### config.mk
export PLATFORM = sky130hd
export DESIGN_NAME = fp4_mac_seq
export DESIGN_NICKNAME = d
export VERILOG_FILES = /design/src/rtl/fp4_pkg.sv /design/src/rtl/fp4_mac_lat_cnt.sv /design/src/rtl/fp4_mac_seq.sv
export SDC_FILE = /design/constraint.sdc
export NUM_CORES = 1
export LEC_CHECK = 0
export CORE_ASPECT_RATIO = 0.7
export CORE_MARGIN = 3
export CORE_UTILIZATION = 45
export CTS_CLUSTER_SIZE = 28
export DETAILED_ROUTE_END_ITERATION = 7
export PLACE_DENSITY = 0.78
export SLEW_MARGIN = 25
export SYNTH_ARGS = -nofsm -noshare
export SYNTH_HDL_FRONTEND = slang
export SYNTH_SLANG_ARGS = --single-unit
### constraint.sdc
create_clock -name clk -period 5.5 [get_ports clk]
set_input_delay 1.65 -clock clk [delete_from_list [all_inputs] [get_ports clk]]
set_output_delay 1.65 -clock clk [all_outputs]
set_load 0.05 [all_outputs]
### src/rtl/fp4_pkg.sv
// Shared types and lane constants for the 4-lane FP4 (E2M1) MAC array and its sequencer.
package fp4_pkg;
  typedef enum logic [2:0] {IDLE, CLEAR, FEED, DRAIN, DONE} fp4_state_e;

  localparam int LANES  = 4;
  localparam int LANE_W = 4;
  localparam int VEC_W  = LANES * LANE_W;
  localparam logic [LANE_W-1:0] FP4_ZERO = 4'b0000;

  // All-lanes FP4 zero; a zero product leaves the array accumulators untouched.
  function automatic logic [VEC_W-1:0] fp4_vec_zero();
    return {LANES{FP4_ZERO}};
  endfunction
endpackage

### src/rtl/fp4_mac_lat_cnt.sv
// Loadable down-counter with zero flag; times both the clear window and the array drain.
module fp4_mac_lat_cnt #(
  parameter int CNT_W = 4
) (
  input  logic             clk,
  input  logic             rst,
  input  logic             load,
  input  logic [CNT_W-1:0] load_val,
  output logic             zero
);
  logic [CNT_W-1:0] cnt;

  always_ff @(posedge clk or posedge rst) begin
    if (rst)
      cnt <= '0;
    else if (load)
      cnt <= load_val;
    else if (cnt != '0)
      cnt <= cnt - 1'b1;
  end

  assign zero = (cnt == '0);
endmodule

### src/rtl/fp4_mac_seq.sv
// Job sequencer for the 4-lane FP4 MAC array: clear, feed operand beats, drain, hand off result.
module fp4_mac_seq
  import fp4_pkg::*;
#(
  parameter int LEN_W   = 8,
  parameter int LAT     = 4,
  parameter int CLR_CYC = 2
) (
  input  logic             clk,
  input  logic             rst,
  input  logic             cfg_valid,
  output logic             cfg_ready,
  input  logic [LEN_W-1:0] cfg_len,
  input  logic [VEC_W-1:0] cfg_bias,
  input  logic             op_valid,
  output logic             op_ready,
  input  logic [VEC_W-1:0] op_a,
  input  logic [VEC_W-1:0] op_b,
  output logic [VEC_W-1:0] mac_a,
  output logic [VEC_W-1:0] mac_b,
  output logic [VEC_W-1:0] mac_c,
  output logic             mac_clr,
  input  logic [VEC_W-1:0] mac_res,
  output logic             res_valid,
  input  logic             res_ready,
  output logic [VEC_W-1:0] res_data,
  output logic             busy
);
  localparam int CNT_W = $clog2(LAT + CLR_CYC + 1) + 1;

  fp4_state_e       state, state_nxt;
  logic [LEN_W-1:0] len_q, beat_cnt;
  logic [VEC_W-1:0] bias_q;
  logic             cnt_load, cnt_zero;
  logic [CNT_W-1:0] cnt_val;
  logic             xfer, last_beat, len_zero, clear_to_drain;

  assign cfg_ready = (state == IDLE);
  assign op_ready  = (state == FEED);
  assign mac_clr   = (state == CLEAR);
  assign res_valid = (state == DONE);
  assign busy      = (state != IDLE);

  assign xfer           = op_valid && op_ready;
  assign len_zero       = (len_q == '0);
  assign last_beat      = xfer && (beat_cnt == len_q - LEN_W'(1));
  assign clear_to_drain = (state == CLEAR) && cnt_zero && len_zero;

  fp4_mac_lat_cnt #(.CNT_W(CNT_W)) u_lat_cnt (
    .clk      (clk),
    .rst      (rst),
    .load     (cnt_load),
    .load_val (cnt_val),
    .zero     (cnt_zero)
  );

  always_ff @(posedge clk or posedge rst) begin
    if (rst)
      state <= IDLE;
    else
      state <= state_nxt;
  end

  always_comb begin
    state_nxt = state;
    cnt_load  = 1'b0;
    cnt_val   = '0;
    unique case (state)
      IDLE: if (cfg_valid) begin
        state_nxt = CLEAR;
        cnt_load  = 1'b1;
        cnt_val   = CNT_W'(CLR_CYC - 1);
      end
      CLEAR: if (cnt_zero) begin
        state_nxt = len_zero ? DRAIN : FEED;
        cnt_load  = len_zero;
        cnt_val   = CNT_W'(LAT);
      end
      FEED: if (last_beat) begin
        state_nxt = DRAIN;
        cnt_load  = 1'b1;
        cnt_val   = CNT_W'(LAT);
      end
      DRAIN: if (cnt_zero) state_nxt = DONE;
      DONE:  if (res_ready) state_nxt = IDLE;
      default: state_nxt = IDLE;
    endcase
  end

  // Job descriptor and beat count
  always_ff @(posedge clk or posedge rst) begin
    if (rst) begin
      len_q    <= '0;
      bias_q   <= '0;
      beat_cnt <= '0;
    end else if (state == IDLE && cfg_valid) begin
      len_q    <= cfg_len;
      bias_q   <= cfg_bias;
      beat_cnt <= '0;
    end else if (xfer) begin
      beat_cnt <= beat_cnt + 1'b1;
    end
  end

  // Array drive stage; bias rides only with the final beat (or the first drain cycle of an empty job)
  always_ff @(posedge clk or posedge rst) begin
    if (rst) begin
      mac_a    <= '0;
      mac_b    <= '0;
      mac_c    <= '0;
      res_data <= '0;
    end else begin
      mac_a <= xfer ? op_a : fp4_vec_zero();
      mac_b <= xfer ? op_b : fp4_vec_zero();
      mac_c <= (last_beat || clear_to_drain) ? bias_q : fp4_vec_zero();
      if (state == DRAIN && cnt_zero)
        res_data <= mac_res;
    end
  end
endmodule

After elaboration in Yosys (flattened, before gate mapping):

Cells that the tools add are included.

* add/sub/neg operators: 3
* eq/ne operators: 10
* reductions and logical operators: 15
* multiplexer cells: 22

Operators with widths (count)
* $mux W16: 3
* $mux W3: 7
* $mux W8: 2
* $pmux W3 S5: 1
* $pmux W3 S3: 1
* $add A8 B1 Y8 const B: 1
* $eq A8 B8 Y1: 1
* $logic_not A8 Y1: 1
* $mux W4: 2
* $sub A8 B1 Y8 const B: 1
* $eq A3 B2 Y1 const B: 2
* $logic_and A1 B1 Y1: 6
* $ne A2 B1 Y1 const B: 3
* $mux W1: 5
* $reduce_and A5 Y1: 1
* $logic_not A4 Y1: 1
* $ne A2 B2 Y1 const B: 2
* $reduce_bool A2 Y1: 2
* $reduce_bool A4 Y1: 1
* $sub A4 B1 Y4 const B: 1
* $eq A3 B1 Y1 const B: 1
* $eq A3 B3 Y1 const B: 1
* $logic_not A3 Y1: 1
* $pmux W1 S3: 1
* 2 further kinds: 2

* word-level logic and storage cells: 59
* bits in registers: 103
* output and inout port bits: 69

Logic depth before layout (Yosys ltp):

Gate-level depths: netlist (run 1).

* depth in word-level cells: 6
* mapped depth: 8
* mapped depth without buffers: 7

Hierarchy:

A second synthesis (run 1) with hierarchy kept.

* cell total of the unflattened synthesis: 314
* area, all modules: 4141.5 um^2

By module, submodules not included
* fp4_mac_seq: area each 3905.0 um^2, cells an instance 291, times used 1, seq. area each 2477.4 um^2
* fp4_mac_lat_cnt: area each 236.5 um^2, cells an instance 23, times used 1, seq. area each 100.1 um^2

Worst setup path before layout (run 1):

Ideal clock, no wire load.

* kind: register to output
* from: register state[1]
* to: output busy
* arrival: 2.288 ns
* data required time: 3.850 ns
* setup slack: 1.562 ns
* buffers on the path: 1
* cell stages (with the launch flop): 4
* cell sequence: dfrtp_1 clkbuf_1 nor3_1 inv_1

* longest elaborated chain between the ends: 1

RTL lines
* start: declaration: RTL line fp4_mac_seq.sv:31 `fp4_state_e state, state_nxt;`
* start signal: assignment: RTL line fp4_mac_seq.sv:61 `state <= state_nxt;`
* $reduce_bool A3 Y1: RTL line fp4_mac_seq.sv:42 `assign busy = (state != IDLE);`
* end: declaration: RTL line fp4_mac_seq.sv:27 `output logic busy`

Every way passes these cells.

Worst setup path in the final report (run 1):

* from: register state[1]
* to: output cfg_ready

* longest elaborated chain between the ends: 1

RTL lines
* $logic_not A3 Y1: RTL line fp4_mac_seq.sv:38 `assign cfg_ready = (state == IDLE);`
* end: declaration: RTL line fp4_mac_seq.sv:12 `output logic cfg_ready,`

Every way passes these cells.

==> metrics.txt, run 1 <==
top cells by count, synth=dfrtp_1, and2_1, mux2_1; Chip Width=121 um; Final ANT Viol Nets=0; Worst-path clk slew=roughly 0.06 ns; Final GP Congestion=0.830; clock sink count=between 100 and 150; Clk Latency, worst-skew pair=between 0.3 and 0.4 ns; RSZ-0062 raised after global routing=no; TritonRoute pass-1 iters=4; CTS resizes=0; post-synthesis sequential area ratio=about 61%; Setup TNS=0 ns; type of origin of the critical path=flip-flop; number of max-cap violations=0; clk root buf=clkbuf_16; Synth Cell Area=roughly 4200 um2; initial core utilization=47.9%; H-tree Lvls=3; worst-path maximum fanout=9; most common cell in the netlist=dfrtp_1; ratio of final minimum period to clock period=roughly two thirds; Slew Viols, Final=0; Post-DP Area=5770 um2; Setup WS post-layout=roughly 1.8 ns; via count=2839; Area growth syn-to-layout=44.2%; Yosys reg bits=approximately 100; IO Count=146; area leader, netlist=dfrtp_1; Worst-Margin Slew=0.881 ns; hold buffers post-CTS=0; post-synthesis cell count=between 300 and 400; Worst VDD drop=0.191 mV; Worst Hold Class=flip-flop to flip-flop; DR WL/cell=15.0 um; asr flop ratio synth=100%; postcts setup bufs=0; PortBufs=145; die height=a little under 90 um; Nets=545; die area=~11000 um2; ys flop type=dfrtp_1; DR vias/cell=4.84; Hold Vio Cnt, Final=0; GR Util All Layers=17.6%; CTS max path bufs=2; P per Cell Area=492 nW/um2; Core Rows=28; synth top area cells=dfrtp_1, mux2_1, and2_1; Post-synth EDFFs=0; final instance area=6050 um2; Max transition margin=41.2%; Post-Syn Nets=400; wirelength, routed=8.78 mm; synth unique cells=44; crit end category=primary output; DP HPWL=between 6 and 7 mm; share of layout cells above drive strength 1=8.78%; vias in the first global route=2951; Ys Warns=0; pin count of the biggest net entering global routing=75; drt initial violations=151; core area=8760 um2; first-pass GRT wire length=14.4 mm; CTS tree=done; Setup WS pre-CTS=1.67 ns; f_max=269 MHz; post-layout minimum cycle time=3.72 ns; DRC viols=0; # diodes=0; leakage=around 2.6 nW; GRT overflow=0; initial antenna violation count=0; Critical Path AT=2.07 ns; Yosys top cell area share=61.4%; status=finished clean; TritonCTS Buffers=9; WP data required=just under 4 ns; critical path class=flip-flop to primary output; clock skew=0.00714 ns; Syn Area/Cell=13.2 um2; final setup vio count=0
## power breakdown
| part | switching [W] | internal, W |
|---|---|---|
| clock | 0.000263 | 0.000351 |
| sequential | 0.000156 | 0.000967 |
| combinational | 0.000716 | 0.000528 |
## cell families (layout without fill, tap and decap cells)
| kind of cell | Yosys count | in the layout | share of synthesized area, % |
|---|---|---|---|
| XOR/XNOR | 19 | 19 | 3.96 |
| AO/OA/AOI/OAI | 39 | 39 | 7.39 |
| flip-flops | 103 | 103 | 61.4 |
| AND/OR/NAND/NOR | 90 | 90 | 12.8 |
| multiplexers | 39 | 39 | 10.4 |
| buffers and inverters | 23 | 172 | 2.56 |
| adder cells (fa/ha/maj) | 5 | 5 | 1.49 |
## final cells by class
class	instances	area (um2)
well taps	120	150
repair buffers	148	1470
fillers	658	2710
flip-flops and latches	103	2580
clock buffers	10	229
inverters	9	36.3
clock inverters	5	58.8
multi-input cells	192	1530
## placed cells by master (no fill, tap or decap), types with 5 or more instances in the layout
cell             Yosys  routed
clkdlybuf4s50_1      0     145
a21boi_1            15      15
dfrtp_1            103     103
xor2_1               9       9
nor2_1              16      16
xnor2_1             10      10
nor3_1               7       7
clkbuf_16            0       9
nand2_1              6       6
and2_1              34      34
inv_1                9       8
ha_1                 5       5
mux2_1              26      26
mux2_2              12      12
a21oi_1              5       5
## stage by stage
step                utilization (%)  std cells  hold slack [ns]  power (W)
finish                         69.1        587            0.479    0.00298
detailed placement             65.8        572            0.472    0.00239
CTS                            69.1        587            0.486    0.00301
global placement               65.8        572            0.461    0.00236
floorplan                         -        318            0.450    0.00200
global route                   69.1        587            0.499    0.00316
## worst max-delay path, cell delays in order, from the launching register on
cell             delay [ns]
dfrtp_1                0.48
nor3_1                 0.38
clkdlybuf4s50_1        0.88
## state kept, by name, indices dropped and copies added (netlist names)
signal / cells
state: 3
res_data: 16
beat_cnt: 8
bias_q: 16
u_lat_cnt.cnt: 4
mac_c: 16
len_q: 8
mac_b: 16
mac_a: 16
## metal layers
| metal | global-route usage, % | part of all wire, % | vias to the layer above |
|---|---|---|---|
| met5 | 0 | 0 | - |
| met4 | 3.76 | 0.82 | 0 |
| met3 | 8.68 | 10 | 7 |
| met2 | 27.7 | 46 | 98 |
| met1 | 22.3 | 43 | 1371 |
| li1 | - | - | 1363 |
## final timing paths
kind	cells after the start	slack, ns	to	from
setup reg to reg	6	2.98	res_data[3]	u_lat_cnt.cnt[0]
min in group asynchronous	2	1.86	mac_b[11]	rst
hold reg to reg	1	0.48	bias_q[3]	bias_q[3]
max in group asynchronous	3	2.70	res_data[9]	rst
hold / removal	1	0.48	bias_q[3]	bias_q[3]
setup / recovery	2	1.78	cfg_ready	state[1]
No activity file was read; power rests on OpenSTA's default activity.
==> run 2: changes to the inputs <==
- clock period: 5.5 -> 3.7 ns (I/O delays scaled with it)
==> run 2 against run 1 <==
  * Core utilization grew 0.51 points
  * Sequential share of layout area shrank 0.31 points
  * Sequential cell count unchanged
  * Design area is 0.74% higher
  * Wire length increased by 5.1%
  * Sequential power increased by 49%
  * Die area unchanged
  * Power increased by 51%
  * Register-to-register slack got worse by 1.8 ns
  * Highest routed layer unchanged
==> metrics.txt, run 2 (synthesized netlist as in run 1, its figures left out) <==
status=finished clean (unchanged); # diodes=0 (unchanged); Hold Vio Cnt, Final=0 (unchanged); die area=10500 um2 (unchanged); crit-path cells=nor3_1, clkdlybuf4s50_1 (unchanged); GR Util All Layers=18.4% (was 17.6%); clock skew=0.0109 ns (was 0.00714 ns); Worst Hold Depth=1 (unchanged); first-pass GRT wire length=15.0 mm (was 14.4 mm); final instance area=6100 um2 (was 6050 um2); share of layout cells above drive strength 1=9.57% (was 8.78%); leading cell type in the layout, fill and taps excluded=clkdlybuf4s50_1 (unchanged); wirelength, routed=9.23 mm (was 8.78 mm); WP data required=2.59 ns (was 3.85 ns); IO Count=146 (unchanged); initial core utilization=47.9% (unchanged); Final ANT Viol Nets=0 (unchanged); DRC viols=0 (unchanged); Slew Viols, Final=0 (unchanged); leakage=2.67 nW (was 2.64 nW); CP delay by family, top=buffers and inverters (unchanged); Critical path buffers and inverters=1 (unchanged); DP HPWL=6.77 mm (was 6.56 mm); RSZ-0062 raised after global routing=no (unchanged); worst-path maximum fanout=9 (unchanged); P per Cell Area=740 nW/um2 (was 492 nW/um2); Fin Hold WS=0.481 ns (was 0.479 ns); number of max-cap violations=0 (unchanged); ratio of final minimum period to clock period=86.2%; CTS resizes=0 (unchanged); Chip Width=121 um (unchanged); die height=86.8 um (unchanged); CTS tree=done (unchanged); Worst-Margin Slew=0.774 ns (was 0.881 ns); Nets=547 (was 545); f_max=313 MHz; cell count of the worst reg-to-reg path=6 (unchanged); Final GP Congestion=0.782 (was 0.830); Crit. path cell count=2 (unchanged); DR WL/cell=15.6 um (was 15.0 um); Worst-path clk slew=0.07 ns (was 0.06 ns); hold buffers post-CTS=0 (unchanged); clk root buf=clkbuf_16 (unchanged); Largest stage delay, worst path=0.89 ns (was 0.88 ns); Worst VDD drop=0.387 mV (was 0.191 mV); vias in the first global route=3020 (was 2951); GRT overflow=0 (unchanged); area of the multi-input gates=1530 um2 (unchanged); crit end category=primary output (unchanged); via count=2877 (was 2839); type of origin of the critical path=flip-flop (unchanged); Post-DP Area=5780 um2 (was 5770 um2); H-tree Lvls=3 (unchanged); initial antenna violation count=0 (unchanged); drt initial violations=169 (was 151); Critical Path AT=2.08 ns (was 2.07 ns); Worst Hold Class=flip-flop to flip-flop (unchanged); Area growth syn-to-layout=45.3% (was 44.2%); CTS max path bufs=2 (unchanged); CP max-delay cell=clkdlybuf4s50_1 (unchanged); Reg area=2580 um2 (unchanged); TritonRoute pass-1 iters=4 (unchanged); clock sink count=103 (unchanged); # fillers=660 (was 658); DR vias/cell=4.88 (was 4.84); Max transition margin=48.4% (was 41.2%); postcts setup bufs=0 (unchanged); overall power=0.00451 W (was 0.00298 W); core area=8760 um2 (unchanged); Core Rows=28 (unchanged); commonest cells after routing, fill and taps aside=clkdlybuf4s50_1, dfrtp_1, and2_1, mux2_1, nor2_1 (unchanged); final setup vio count=0 (unchanged); post-layout minimum cycle time=~3.2 ns; critical path class=flip-flop to primary output (unchanged); TritonCTS Buffers=9 (unchanged); PortBufs=145 (unchanged); Setup TNS=0 ns (unchanged); R2R setup slack=1.15 ns (was 2.98 ns); pin count of the biggest net entering global routing=39 (was 75); Clk Latency, worst-skew pair=0.34 ns (about the same)
## run 2: final cells by class
class | count | share of cell area, %
Sequential cell | 103 | 42.3
Multi-Input combinational cell | 192 | 25.1
Timing Repair Buffer | 150 | 24.4
Clock buffer | 11 | 4.14
Tap cell | 120 | 2.46
Clock inverter | 5 | 1.05
Inverter | 9 | 0.616
## run 2: where the power goes
part	internal (W)	total (W)	switching, W
clock network	0.000569	0.000987	0.000419
logic	0.000787	0.00185	0.00107
registers	0.00144	0.00167	0.000233
total	0.00279	0.00451	0.00172
## run 2: layer usage
metal,part of all wire [%],GRT usage (%),vias up
li1,-,-,1375
met1,42,22.9,1386
met2,46,28.5,107
met3,11,9.26,9
met4,1.3,5.49,0
met5,0,0,-
## run 2: path summary, 6_finish.rpt
check | start | to
max | state[1] | cfg_ready
min | bias_q[6] | bias_q[6]
max reg2reg | u_lat_cnt.cnt[0] | res_data[6]
min reg2reg | bias_q[6] | bias_q[6]
max in group asynchronous | rst | res_data[6]
min in group asynchronous | rst | mac_a[1]
## run 2: stage by stage
stage,cells,utilization (%),setup WS (ns)
after floorplan,318,-,0.302
after global placement,574,66.0,0.734
after detailed placement,574,66.0,0.713
after CTS,590,69.6,0.498
after global routing,590,69.6,0.460
final,590,69.6,0.509
==> run 3: changes to the inputs <==
- CORE_UTILIZATION: 45 -> 62
- DONT_BUFFER_PORTS: unset -> 1
- PLACE_DENSITY: 0.78 -> 0.76
==> run 3 against run 2 <==
  * Design area decreased by 26%
  * Maximum frequency is 15% higher
  * Count of clock-buffer cells in the layout fell by 2
  * Sequential cell count stayed put
  * Via count is 19% lower
  * Critical endpoint is now res_valid
  * First-iteration DRC count down 65%
==> metrics.txt, run 3 (synthesized netlist as in run 1, its figures left out) <==
CTS max path bufs=2 (unchanged); Hold Vio Cnt, Final=0 (unchanged); CP delay by family, top=simple AND/OR/NAND/NOR gates (was buffers and inverters); post-layout minimum cycle time=2.78 ns (was 3.19 ns); PortBufs=0 (was 145); Max transition margin=38.9% (was 48.4%); Final GP Congestion=0.824 (was 0.782); CP max-delay cell=nor3b_2 (was clkdlybuf4s50_1); TritonRoute pass-1 iters=4 (unchanged); Clk Latency, worst-skew pair=0.35 ns (was 0.34 ns); clock skew=0.00621 ns (was 0.0109 ns); Critical path buffers and inverters=0 (was 1); type of origin of the critical path=flip-flop (unchanged); CTS tree=done (unchanged); final instance area=4520 um2 (was 6100 um2); drt initial violations=59 (was 169); leakage=2.08 nW (was 2.67 nW); Area growth syn-to-layout=7.63% (was 45.3%); Core Rows=24 (was 28); vias in the first global route=2364 (was 3020); logic gate share of total power=27.0% (was 41.1%); Internal Power=0.00224 W (was 0.00279 W); Post-DP Area=4320 um2 (was 5780 um2); Nets=403 (was 547); die area=7810 um2 (was 10500 um2); # fillers=466 (was 660); first-pass GRT wire length=11.6 mm (was 15.0 mm); worst-path maximum fanout=9 (unchanged); Setup WS pre-CTS=1.19 ns (was 0.713 ns); GRT overflow=0 (unchanged); crit end category=primary output (unchanged); Slew Viols, Final=0 (unchanged); Worst Hold Class=flip-flop to flip-flop (unchanged); DRC viols=0 (unchanged); f_max=360 MHz (was 313 MHz); clock power share=17.5% (was 21.9%); Psw=0.00160 W (was 0.00172 W); status=finished clean (unchanged); overall power=0.00384 W (was 0.00451 W); commonest cells after routing, fill and taps aside=dfrtp_1, and2_1, mux2_1, nor2_1, a21boi_1 (was clkdlybuf4s50_1, dfrtp_1, and2_1, mux2_1, nor2_1); initial core utilization=65.6% (was 47.9%); Critical path origin=state[1] (unchanged); Critical R2R Launch=u_lat_cnt.cnt[0] (unchanged); RSZ-0062 raised after global routing=no (unchanged); pin count of the biggest net entering global routing=59 (was 39); clk root buf=clkbuf_8 (was clkbuf_16); TritonCTS Buffers=9 (unchanged); Worst VDD drop=0.410 mV (was 0.387 mV); P per Cell Area=851 nW/um2 (was 740 nW/um2); share of layout cells above drive strength 1=14.5% (was 9.57%); final setup vio count=0 (unchanged); crit path to=res_valid (was cfg_ready); Largest stage delay, worst path=0.80 ns (was 0.89 ns); core area=6400 um2 (was 8760 um2); Crit. path cell count=1 (was 2); postcts setup bufs=0 (unchanged); Final ANT Viol Nets=0 (unchanged); Critical Path AT=1.67 ns (was 2.08 ns); H-tree Lvls=3 (unchanged); Flop pwr share=55.6% (was 37.0%); # diodes=0 (unchanged); GR Util All Layers=19.2% (was 18.4%); DR vias/cell=5.60 (was 4.88); initial antenna violation count=0 (unchanged); leading cell type in the layout, fill and taps excluded=dfrtp_1 (was clkdlybuf4s50_1); critical path class=flip-flop to primary output (unchanged); Setup TNS=0 ns (unchanged); crit-path cells=nor3b_2 (was nor3_1, clkdlybuf4s50_1); hold buffers post-CTS=0 (unchanged); DP HPWL=5.26 mm (was 6.77 mm); R2R setup slack=1.22 ns (was 1.15 ns); clock sink count=103 (unchanged); wirelength, routed=7.09 mm (was 9.23 mm); ratio of final minimum period to clock period=75.1% (was 86.2%); cell count of the worst reg-to-reg path=6 (unchanged); IO Count=146 (unchanged); CTS resizes=0 (unchanged); RR Endpoint=res_data[8] (was res_data[6]); die height=74.8 um (was 86.8 um); Worst-Margin Slew=0.913 ns (was 0.774 ns); Worst Hold Depth=1 (unchanged); via count=2330 (was 2877); DP Cell Count=401 (was 574); Chip Width=104 um (was 121 um); Setup WS post-layout=0.922 ns (was 0.509 ns); number of max-cap violations=0 (unchanged); WP data required=2.59 ns (about the same); DR WL/cell=17.0 um (was 15.6 um); sw frac=41.7% (was 38.1%); Worst-path clk slew=0.09 ns (was 0.07 ns); non-filler cells, final=416 (was 590)
## run 3: cell types whose count changed in the layout (fill, tap and decap cells not counted), sizes merged
| cell | before | now |
|---|---|---|
| clkinv | 2 | 1 |
| buf | 5 | 6 |
| clkbuf | 11 | 9 |
| clkdlybuf4s50 | 145 | 0 |
| clkinvlp | 1 | 3 |
## run 3: cell type report
type	instances	area [um2]	share of cell area, %
clock inverter	6	70.1	1.55
clock buffer	9	124	2.74
inverter	9	37.5	0.831
timing repair buffer	6	57.6	1.27
sequential	103	2580	57.0
multi-input combinational	192	1540	34.0
tap	91	114	2.52
## run 3: worst min-delay path by stage
stage,to,slack [ns],start
global route,bias_q[6],0.51,bias_q[6]
CTS,bias_q[6],0.49,bias_q[6]
floorplan,bias_q[5],0.45,bias_q[5]
detailed placement,bias_q[6],0.47,bias_q[6]
global placement,bias_q[3],0.46,bias_q[3]
finish,bias_q[6],0.49,bias_q[6]
## run 3: layer usage
| layer | track usage (%) | share of wire, % |
|---|---|---|
| met1 | 23.3 | 40 |
| met2 | 30.4 | 48 |
| met3 | 9.43 | 10 |
| met4 | 7.08 | 1.7 |
| met5 | 0 | 0 |
## run 3: power groups by stage
stage	combinational, W	clock, W	sequential [W]
finish	0.00104	0.000671	0.00214
global route	0.00115	0.000745	0.00219
CTS	0.00105	0.000693	0.00214
detailed placement	0.00105	0	0.00216
global placement	0.00101	0	0.00215
floorplan	0.000912	0	0.00206
## run 3: metrics by stage
| stage | util [%] | hold slack, ns |
|---|---|---|
| 2_1_floorplan | - | 0.450 |
| 3_3_place_gp | 67.6 | 0.461 |
| 3_5_place_dp | 67.6 | 0.470 |
| 4_1_cts | 70.6 | 0.490 |
| 5_1_grt | 70.6 | 0.513 |
| 6_report | 70.6 | 0.488 |
